<file path="src/rtl/rv_run_controller.sv">
// Run/reset controller for the single-cycle RISC-V core: stretches reset release,
// gates core progress with a registered clock enable (free-run or single-step),
// counts enabled cycles and halts on timeout, PC self-loop or halt address.
// Latency: every output is registered; inputs sampled at edge N act from cycle N+1.
// Backpressure: none; step requests are edge-detected, a held request yields one step.
//
// Ports:
//   clk_i          system clock, rising edge
//   rst_ni         asynchronous active-low reset
//   run_en_i       1 = free run, 0 = step mode
//   step_req_i     step request (rising edge grants one enabled cycle)
//   clr_req_i      synchronous restart request (highest synchronous priority)
//   pc_i           current core PC
//   core_rst_n_o   core reset, active-low
//   core_clk_en_o  core enable; the core advances only when 1
//   cycle_count_o  enabled cycles since last reset/restart (saturating)
//   halted_o       core stopped by a halt condition
//   halt_cause_o   00 none, 01 timeout, 10 PC self-loop, 11 halt address
module rv_run_controller #(
  parameter int                XLEN        = 32,
  parameter int                CNT_W       = 32,
  parameter int                RST_CYCLES  = 4,
  parameter int                MAX_CYCLES  = 20,
  parameter int                LOOP_CYCLES = 3,
  parameter logic [XLEN-1:0]   HALT_ADDR   = 32'hFFFF_FFFC
) (
  input  logic             clk_i,
  input  logic             rst_ni,
  input  logic             run_en_i,
  input  logic             step_req_i,
  input  logic             clr_req_i,
  input  logic [XLEN-1:0]  pc_i,
  output logic             core_rst_n_o,
  output logic             core_clk_en_o,
  output logic [CNT_W-1:0] cycle_count_o,
  output logic             halted_o,
  output logic [1:0]       halt_cause_o
);

  // The hold counter only needs to reach RST_CYCLES-1; the loop counter LOOP_CYCLES-1.
  localparam int HW = (RST_CYCLES > 1) ? $clog2(RST_CYCLES) : 1;
  localparam int LW = (LOOP_CYCLES > 1) ? $clog2(LOOP_CYCLES) : 1;

  localparam logic [HW-1:0] HOLD_LAST = HW'(RST_CYCLES - 1);
  localparam logic [LW:0]   LOOP_L    = (LW + 1)'(LOOP_CYCLES);
  localparam logic [CNT_W:0] MAX_L    = (CNT_W + 1)'(MAX_CYCLES);

  localparam logic [1:0] CAUSE_NONE = 2'b00;
  localparam logic [1:0] CAUSE_TO   = 2'b01;
  localparam logic [1:0] CAUSE_LOOP = 2'b10;
  localparam logic [1:0] CAUSE_ADDR = 2'b11;

  typedef enum logic [1:0] {
    S_HOLD,
    S_RUN,
    S_STEP,
    S_HALTED
  } state_e;

  state_e           state_q, state_d;
  logic             core_rst_n_q, core_rst_n_d;
  logic             clk_en_q, clk_en_d;
  logic [CNT_W-1:0] cnt_q, cnt_d;
  logic             halted_q, halted_d;
  logic [1:0]       cause_q, cause_d;
  logic [HW-1:0]    hold_cnt_q, hold_cnt_d;
  logic [LW-1:0]    loop_cnt_q, loop_cnt_d;
  logic [XLEN-1:0]  prev_pc_q, prev_pc_d;
  logic             prev_vld_q, prev_vld_d;
  logic             step_prev_q, step_prev_d;

  logic [CNT_W:0]   cnt_nxt;
  logic [LW:0]      loop_nxt;
  logic             pc_same;
  logic             hit_addr;
  logic             hit_loop;
  logic             hit_to;
  logic             step_edge;

  // One extra bit catches the wrap so the counter can saturate.
  assign cnt_nxt   = {1'b0, cnt_q} + {{CNT_W{1'b0}}, 1'b1};
  assign loop_nxt  = {1'b0, loop_cnt_q} + {{LW{1'b0}}, 1'b1};
  assign pc_same   = prev_vld_q && (pc_i == prev_pc_q);
  assign hit_addr  = (pc_i == HALT_ADDR);
  // loop_cnt_q holds the repeats already seen; this cycle's repeat completes the run.
  assign hit_loop  = (LOOP_CYCLES != 0) && pc_same && (loop_nxt == LOOP_L);
  assign hit_to    = (MAX_CYCLES != 0) && (cnt_nxt == MAX_L);
  assign step_edge = step_req_i && !step_prev_q;

  always_comb begin
    state_d      = state_q;
    core_rst_n_d = core_rst_n_q;
    clk_en_d     = clk_en_q;
    cnt_d        = cnt_q;
    halted_d     = halted_q;
    cause_d      = cause_q;
    hold_cnt_d   = hold_cnt_q;
    loop_cnt_d   = loop_cnt_q;
    prev_pc_d    = prev_pc_q;
    prev_vld_d   = prev_vld_q;
    step_prev_d  = step_req_i;

    if (clr_req_i) begin
      state_d      = S_HOLD;
      core_rst_n_d = 1'b0;
      clk_en_d     = 1'b0;
      cnt_d        = '0;
      halted_d     = 1'b0;
      cause_d      = CAUSE_NONE;
      hold_cnt_d   = '0;
      loop_cnt_d   = '0;
      prev_vld_d   = 1'b0;
    end else begin
      case (state_q)
        S_HOLD: begin
          if (hold_cnt_q == HOLD_LAST) begin
            state_d      = run_en_i ? S_RUN : S_STEP;
            core_rst_n_d = 1'b1;
            clk_en_d     = run_en_i;
            hold_cnt_d   = '0;
          end else begin
            hold_cnt_d = hold_cnt_q + HW'(1);
          end
        end
        S_RUN, S_STEP: begin
          // Bookkeeping for the cycle that just executed on the core.
          if (clk_en_q) begin
            cnt_d      = cnt_nxt[CNT_W] ? cnt_q : cnt_nxt[CNT_W-1:0];
            prev_pc_d  = pc_i;
            prev_vld_d = 1'b1;
            loop_cnt_d = pc_same ? loop_nxt[LW-1:0] : '0;
          end
          if (clk_en_q && (hit_addr || hit_loop || hit_to)) begin
            state_d  = S_HALTED;
            clk_en_d = 1'b0;
            halted_d = 1'b1;
            cause_d  = hit_addr ? CAUSE_ADDR : (hit_loop ? CAUSE_LOOP : CAUSE_TO);
          end else if (run_en_i) begin
            state_d  = S_RUN;
            clk_en_d = 1'b1;
          end else begin
            state_d  = S_STEP;
            clk_en_d = step_edge;
          end
        end
        S_HALTED: begin
          clk_en_d = 1'b0;
        end
        default: begin
          state_d = S_HOLD;
        end
      endcase
    end
  end

  always_ff @(posedge clk_i or negedge rst_ni) begin
    if (!rst_ni) begin
      state_q      <= S_HOLD;
      core_rst_n_q <= 1'b0;
      clk_en_q     <= 1'b0;
      cnt_q        <= '0;
      halted_q     <= 1'b0;
      cause_q      <= CAUSE_NONE;
      hold_cnt_q   <= '0;
      loop_cnt_q   <= '0;
      prev_pc_q    <= '0;
      prev_vld_q   <= 1'b0;
      step_prev_q  <= 1'b0;
    end else begin
      state_q      <= state_d;
      core_rst_n_q <= core_rst_n_d;
      clk_en_q     <= clk_en_d;
      cnt_q        <= cnt_d;
      halted_q     <= halted_d;
      cause_q      <= cause_d;
      hold_cnt_q   <= hold_cnt_d;
      loop_cnt_q   <= loop_cnt_d;
      prev_pc_q    <= prev_pc_d;
      prev_vld_q   <= prev_vld_d;
      step_prev_q  <= step_prev_d;
    end
  end

  assign core_rst_n_o  = core_rst_n_q;
  assign core_clk_en_o = clk_en_q;
  assign cycle_count_o = cnt_q;
  assign halted_o      = halted_q;
  assign halt_cause_o  = cause_q;

endmodule

</file>
<file path="config.mk">
export PLATFORM = sky130hd
export DESIGN_NAME = rv_run_controller
export DESIGN_NICKNAME = d
export VERILOG_FILES = /design/src/rtl/rv_run_controller.sv
export SDC_FILE = /design/constraint.sdc
export NUM_CORES = 1
export LEC_CHECK = 0
export ABC_AREA = 1
export CORE_UTILIZATION = 40
export CTS_CLUSTER_SIZE = 30
export DETAILED_ROUTE_END_ITERATION = 16
export SETUP_SLACK_MARGIN = 0.4
export SKIP_LAST_GASP = 1
export SLEW_MARGIN = 30
export SYNTH_ARGS = -nofsm -noshare
export SYNTH_HDL_FRONTEND = slang
export SYNTH_SLANG_ARGS = --single-unit
</file>
<file path="constraint.sdc">
create_clock -name clk_i -period 2 [get_ports clk_i]
set_input_delay 0.4 -clock clk_i [delete_from_list [all_inputs] [get_ports clk_i]]
set_output_delay 0.4 -clock clk_i [all_outputs]
set_load 0.1 [all_outputs]
</file>
==> impl_metrics.env, run 1 <==
export IMPL_ir_drop_uv=482.8
export IMPL_syn_area_um2=4658
export IMPL_clk_pin_slew_worst_paths_ns=0.06
export IMPL_grt_max_degree=42
export IMPL_synth_top_flop_cell="dfrtp_1"
export IMPL_ant_nets=0
export IMPL_ys_seq_area_share_pct=41.36
export IMPL_worst_slew_pin_slew_ns=0.5095
export IMPL_dpl_worst_slack_ns=-0.3161
export IMPL_drive_gt1_share_pct=30.44
export IMPL_fin_crit_ns=2.223
export IMPL_route_vias_total=5037
export IMPL_syn_avg_cell_area_um2=6.781
export IMPL_drc=0
export IMPL_cp_end_kind="flip-flop"
export IMPL_fp_row_count=39
export IMPL_status="finished with violations"
export IMPL_finalHoldViolCount=0
export IMPL_cts_sinks=77
export IMPL_gr_total_overflow=0
export IMPL_start_util_pct=40.97
export IMPL_dr_first_iter_drc_count=250
export IMPL_core_um2=11370
export IMPL_cts_tree="yes"
export IMPL_die_w_um=109.9
export IMPL_routed_via_density=5.052
export IMPL_dpl_hpwl_um=10370
export IMPL_syn_num_nets=729
export IMPL_crit_path_cell_trace="ha_4 > nand2_4 > nor2_4 > nand2_4 > buf_4 > nand2_1 > nand2_1 > nor2_2 > nand2_1 > nor3_2 > nand3_2 > nand2_2 > nand2_1 > nand2_1 > nand2_1 > nand2_1 > nand2_1"
export IMPL_clock_path_buffers=2
export IMPL_grt_usage_pct=24.89
export IMPL_cts_buffers=9
export IMPL_crit_fanout=6
export IMPL_synth_warnings=0
export IMPL_fin_setup_tns_ns=-3.877
export IMPL_grt_pass1_vias=4820
export IMPL_clock_latency_ns=0.34
export IMPL_slew_headroom_pct=66.03
export IMPL_ys_ff_latch=77
export IMPL_final_common_cell="nand2_1"
export IMPL_layout_common_cells="228 x nand2_1, 112 x buf_4, 80 x inv_1, 61 x nor2_1, 53 x nand3_1"
export IMPL_crit_top_cell="nand2_1"
export IMPL_violations="negative setup slack"
export IMPL_finalSetupViolCount=38
export IMPL_postSynthCellCount=687
export IMPL_portBuffers=73
export IMPL_dr_pass1_iters=5
export IMPL_antenna_found_initial=0
export IMPL_fmax_mhz=449.9
export IMPL_ys_types=31
export IMPL_diodes=0
export IMPL_fin_ws_ns=-0.2230
export IMPL_wl_per_cell_um=14.34
export IMPL_synth_edf_count=0
export IMPL_hold_path_class="in -> async"
export IMPL_total_power_mw=5.338
export IMPL_num_nets_final=891
export IMPL_n_fill_cell=1069
export IMPL_die_height_um=109.9
export IMPL_rsz0062_at_grt="true"
export IMPL_fin_crit_sh_pct=111.1
export IMPL_cp_slowest_cell="dfrtp_4"
export IMPL_startpoint_type="flip-flop"
export IMPL_htreeDepth=3
export IMPL_finalClockSkew_ns=0.006263
export IMPL_slew_violations=0
export IMPL_synthArstFlopShare_pct=100.0
export IMPL_holdBufCountCts=0
export IMPL_crit_family="simple AND/OR/NAND/NOR gates"
export IMPL_critical_path_buf_inv_count=1
export IMPL_wl_um=14300
export IMPL_power_density_nw_per_um2=774.6
export IMPL_top_level_ports=74
export IMPL_cts_root_buf="clkbuf_16"
export IMPL_leakage_nw=3.336
export IMPL_synthToLayoutAreaGrowth_pct=47.95
export IMPL_critical_path_class="reg -> reg"
export IMPL_crit_required_ns=2.23
export IMPL_maxCapViolations=0
export IMPL_grt_pass1_wl_um=22910
export IMPL_dieArea_um2=12080
export IMPL_slowest_delay_ns=0.44
export IMPL_place_congestion=0.9045
export IMPL_arrival_ns=2.45
==> Yosys cell counts, types with 2 or more instances <==
library cell,instances,area (µm²)
o211ai_1,2,15.01
nand2_2,7,43.79
nor4_1,2,12.51
o21ai_1,14,70.07
nor2_1,70,262.8
or2_2,3,18.77
o21ai_0,55,275.3
inv_1,87,326.6
nand4_1,13,81.33
nor2_4,4,45.04
o22ai_1,6,37.54
xnor2_1,3,26.28
clkbuf_1,14,52.55
nor2_2,5,31.28
nand2_1,234,878.3
ha_1,5,62.56
dfrtp_1,77,1927
nor3_1,6,30.03
nand3_1,56,280.3
a21oi_1,3,15.01
clkinv_1,2,7.510
xor2_1,10,87.58
==> flip-flops by register name, indices dropped and copies added, names as in the netlist <==
register	count
step_prev_q	1
halted_o	1
halt_cause_o	2
hold_cnt_q	2
prev_pc_q	32
core_clk_en_o	1
loop_cnt_q	2
cycle_count_o	32
core_rst_n_o	1
state_q	2
prev_vld_q	1
==> logic make-up after synthesis <==
kind of cell	Yosys count	synth area share [%]
adder cells (fa/ha/maj)	5	1.343
flip-flops	77	41.36
AND/OR/NAND/NOR	403	36.80
buffers and inverters	105	8.461
AO/OA/AOI/OAI	84	9.589
XOR/XNOR	13	2.444
==> power by group <==
group	switching [mW]	leakage, nW	internal (mW)
registers	0.243	0.960	1.93
clock network	0.656	0.146	0.941
logic	0.912	2.23	0.653
==> area by class of cell <==
class | count | area, µm² | share of cell area (%)
clock buffer | 13 | 270.3 | 3.922
clock inverter | 3 | 18.77 | 0.2723
tap | 143 | 178.9 | 2.596
multi-input combinational | 505 | 2581 | 37.45
sequential | 77 | 1986 | 28.81
timing repair buffer | 166 | 1516 | 22.00
inverter | 90 | 340.3 | 4.938
==> what timing repair did <==
item | CTS | global route
setup buffers | 8 | 3
pin swaps | 19 | 12
gates cloned | 2 | 1
setup endpoints to repair | 40 | 65
gates resized for setup | 59 | 54
==> metal layers <==
metal  share of wire (%)  track usage [%]  wire length (µm)
met1                  43            31.25              6208
met2                  48            41.88              6870
met3                 5.1            3.734               736
met4                 3.4            11.62               483
met5                   0                0                 0
==> through the flow <==
| stage | instance area (µm²) | instances | hold WS, ns | utilization, % |
|---|---|---|---|---|
| final | 6892 | 997 | 0.03454 | 60.61 |
| after detailed placement | 6218 | 967 | 0.4062 | 54.69 |
| after CTS | 6694 | 993 | 0.04462 | 58.88 |
| after global placement | 6218 | 967 | 0.4091 | 54.69 |
| after global routing | 6892 | 997 | 0.05946 | 60.61 |
| after floorplan | 4748 | 687 | 0.1044 | - |
==> final timing paths <==
path	start	endpoint	slack, ns	depth (start not counted)
max in group asynchronous	rst_ni	prev_pc_q[19]	1.26	2
min in group clk_i	pc_i[30]	prev_pc_q[30]	0.47	3
setup reg to reg	cycle_count_o[1]	core_clk_en_o	-0.22	17
setup / recovery	cycle_count_o[1]	core_clk_en_o	-0.22	17
hold reg to reg	loop_cnt_q[0]	loop_cnt_q[0]	0.48	1
hold / removal	rst_ni	cycle_count_o[9]	0.03	1
Power figures use the tool's default switching activity.
==> run 2, diff against run 1 <==
--- a/config.mk
+++ b/config.mk
@@ -5,7 +5,6 @@
 export SDC_FILE = /design/constraint.sdc
 export NUM_CORES = 1
 export LEC_CHECK = 0
-export ABC_AREA = 1
 export CORE_UTILIZATION = 40
 export CTS_CLUSTER_SIZE = 30
 export DETAILED_ROUTE_END_ITERATION = 16
==> impl_metrics.env, run 2 <==
export IMPL_route_vias_total=4915
export IMPL_grt_pass1_vias=4846
export IMPL_yosysTopAreaCellShare_pct=41.45
export IMPL_leakage_nw=3.543
export IMPL_finalSetupViolCount=38
export IMPL_finalClockSkew_ns=0.007044
export IMPL_cts_buffers=9
export IMPL_worst_slew_pin_slew_ns=0.4502
export IMPL_fin_crit_sh_pct=127.4
export IMPL_synth_warnings=0
export IMPL_postSynthCellCount=553
export IMPL_ys_ff_latch=77
export IMPL_arrival_ns=2.78
export IMPL_crit_required_ns=2.23
export IMPL_htreeDepth=3
export IMPL_synthTopCellsByArea="dfrtp_1 41%, nand2_1 11%, xor2_1 8.3%"
export IMPL_synth_top_flop_cell="dfrtp_1"
export IMPL_dr_pass1_iters=5
export IMPL_slew_violations=0
export IMPL_maxCapViolations=0
export IMPL_yosysMostFrequentCell="nand2_1"
export IMPL_clk_pin_slew_worst_paths_ns=0.06
export IMPL_slew_headroom_pct=69.71
export IMPL_dr_first_iter_drc_count=340
export IMPL_ys_types=51
export IMPL_die_height_um=109.8
export IMPL_clock_path_buffers=2
export IMPL_syn_num_nets=595
export IMPL_grt_usage_pct=26.17
export IMPL_total_power_mw=5.272
export IMPL_final_common_cell="buf_4"
export IMPL_rsz0062_at_grt="true"
export IMPL_gr_total_overflow=0
export IMPL_fmax_mhz=392.4
export IMPL_power_density_nw_per_um2=664.8
export IMPL_syn_area_um2=4648
export IMPL_synth_edf_count=0
export IMPL_startpoint_type="flip-flop"
export IMPL_layout_common_cells="144 x buf_4, 122 x nand2_1, 46 x dfrtp_1, 44 x nor2_1, 32 x xor2_1"
export IMPL_worst_hold_slack_ns=0.3540
export IMPL_wl_um=15150
export IMPL_synthArstFlopShare_pct=100.0
export IMPL_top_level_ports=74
export IMPL_critical_path_class="reg -> reg"
export IMPL_die_w_um=109.8
export IMPL_drive_gt1_share_pct=42.15
export IMPL_start_util_pct=40.88
export IMPL_dieArea_um2=12060
export IMPL_clock_latency_ns=0.34
export IMPL_synthToLayoutAreaGrowth_pct=70.61
export IMPL_diodes=0
export IMPL_cp_end_kind="flip-flop"
export IMPL_ir_drop_uv=655.2
export IMPL_fin_crit_ns=2.549
export IMPL_portBuffers=73
export IMPL_holdPathStages=3
export IMPL_status="finished with violations"
export IMPL_drc=0
export IMPL_wl_per_cell_um=16.37
export IMPL_synth_common_cells="131 x nand2_1, 77 x dfrtp_1, 50 x nor2_1"
export IMPL_core_um2=11370
export IMPL_crit_fanout=5
export IMPL_num_nets_final=820
export IMPL_synth_top_area_cell="dfrtp_1"
export IMPL_reg2reg_depth=11
export IMPL_hold_path_class="in -> reg"
export IMPL_cts_tree="yes"
export IMPL_place_congestion=0.8972
export IMPL_ys_seq_area_share_pct=41.45
export IMPL_grt_max_degree=33
export IMPL_cts_root_buf="clkbuf_16"
export IMPL_fin_ws_ns=-0.5487
export IMPL_ant_nets=0
export IMPL_finalHoldViolCount=0
export IMPL_cts_sinks=77
export IMPL_fp_row_count=39
export IMPL_routed_via_density=5.308
export IMPL_violations="negative setup slack"
export IMPL_syn_avg_cell_area_um2=8.405
export IMPL_grt_pass1_wl_um=23960
export IMPL_dpl_hpwl_um=10650
export IMPL_antenna_found_initial=0
[run 2: changes by cell type after synthesis, moves of 9 or more]
cell and delta:
nand2_1 -103, inv_1 -77, o21ai_0 -46, xor2_1 +34, nand3_1 -33, nor2_1 -20
xnor2_1 +19, nor4_1 +17, nand4_1 +14, o21ai_1 -10, a21oi_1 +9, and3_1 +9
buf_2 +9
[run 2: cells by family after synthesis]
logic type	share of synthesized area (%)
AND/OR/NAND/NOR	32.54
adder cells (fa/ha/maj)	1.346
multiplexers	1.642
flip-flops	41.45
buffers and inverters	3.553
XOR/XNOR	12.44
AO/OA/AOI/OAI	7.026
[run 2: worst paths after layout]
path | to | slack (ns) | startpoint
worst max-delay path | halt_cause_o[1] | -0.55 | cycle_count_o[6]
worst min-delay path | prev_pc_q[4] | 0.35 | pc_i[4]
worst max register to register | halt_cause_o[1] | -0.55 | cycle_count_o[6]
worst min register to register | prev_pc_q[13] | 0.49 | prev_pc_q[13]
max in group asynchronous | prev_pc_q[9] | 0.73 | rst_ni
min in group asynchronous | cycle_count_o[2] | 0.53 | rst_ni
[run 2: area by class of cell]
class                   instances  area, µm²
fillers                       881       3440
multi-input cells             437       2980
repair buffers                243       2426
flip-flops and latches         77       2018
clock buffers                  14      254.0
well taps                     143      178.9
inverters                      10      37.54
clock inverters                 2      35.03
[run 2: routing by layer]
layer / share of wire, % / track usage (%)
met4: 3.0 / 11.14
met5: 0 / 0
met2: 51 / 45.98
met1: 41 / 31.75
met3: 4.3 / 3.912
[run 2: timing repair]
action	in CTS	in global routing
hold buffers	1	0
hold endpoints to repair	19	0
gates cloned	0	1
setup buffers	16	12
setup endpoints to repair	74	78
pin swaps	57	32
resized for setup	81	46
[run 2: report_power, final]
group,switching [mW],internal (mW)
clock,0.638,1.00
sequential,0.278,1.90
combinational,0.767,0.685
total,1.68,3.59
[run 2: critical path, cell delays in order, from the launching register on]
cell and delay (ns):
dfrtp_4 0.45, nand4_1 0.15, buf_4 0.19, nor4_1 0.34
buf_4 0.19, mux2i_1 0.07, o21ai_0 0.12, nand4_1 0.16
nor4_2 0.27, buf_4 0.17, nand3_1 0.07, a32o_1 0.23
[run 2: through the flow]
| stage | utilization [%] | setup slack (ns) | std cells | TNS [ns] | area (µm²) |
|---|---|---|---|---|---|
| after floorplan | - | -0.7006 | 553 | -11.14 | 4805 |
| after global placement | 60.60 | -0.5568 | 880 | -11.47 | 6890 |
| after detailed placement | 60.60 | -0.6056 | 880 | -13.33 | 6890 |
| after CTS | 66.86 | -0.5291 | 913 | -11.47 | 7602 |
| after global routing | 69.75 | -0.6479 | 926 | -17.37 | 7930 |
| final | 69.75 | -0.5487 | 926 | -13.55 | 7930 |
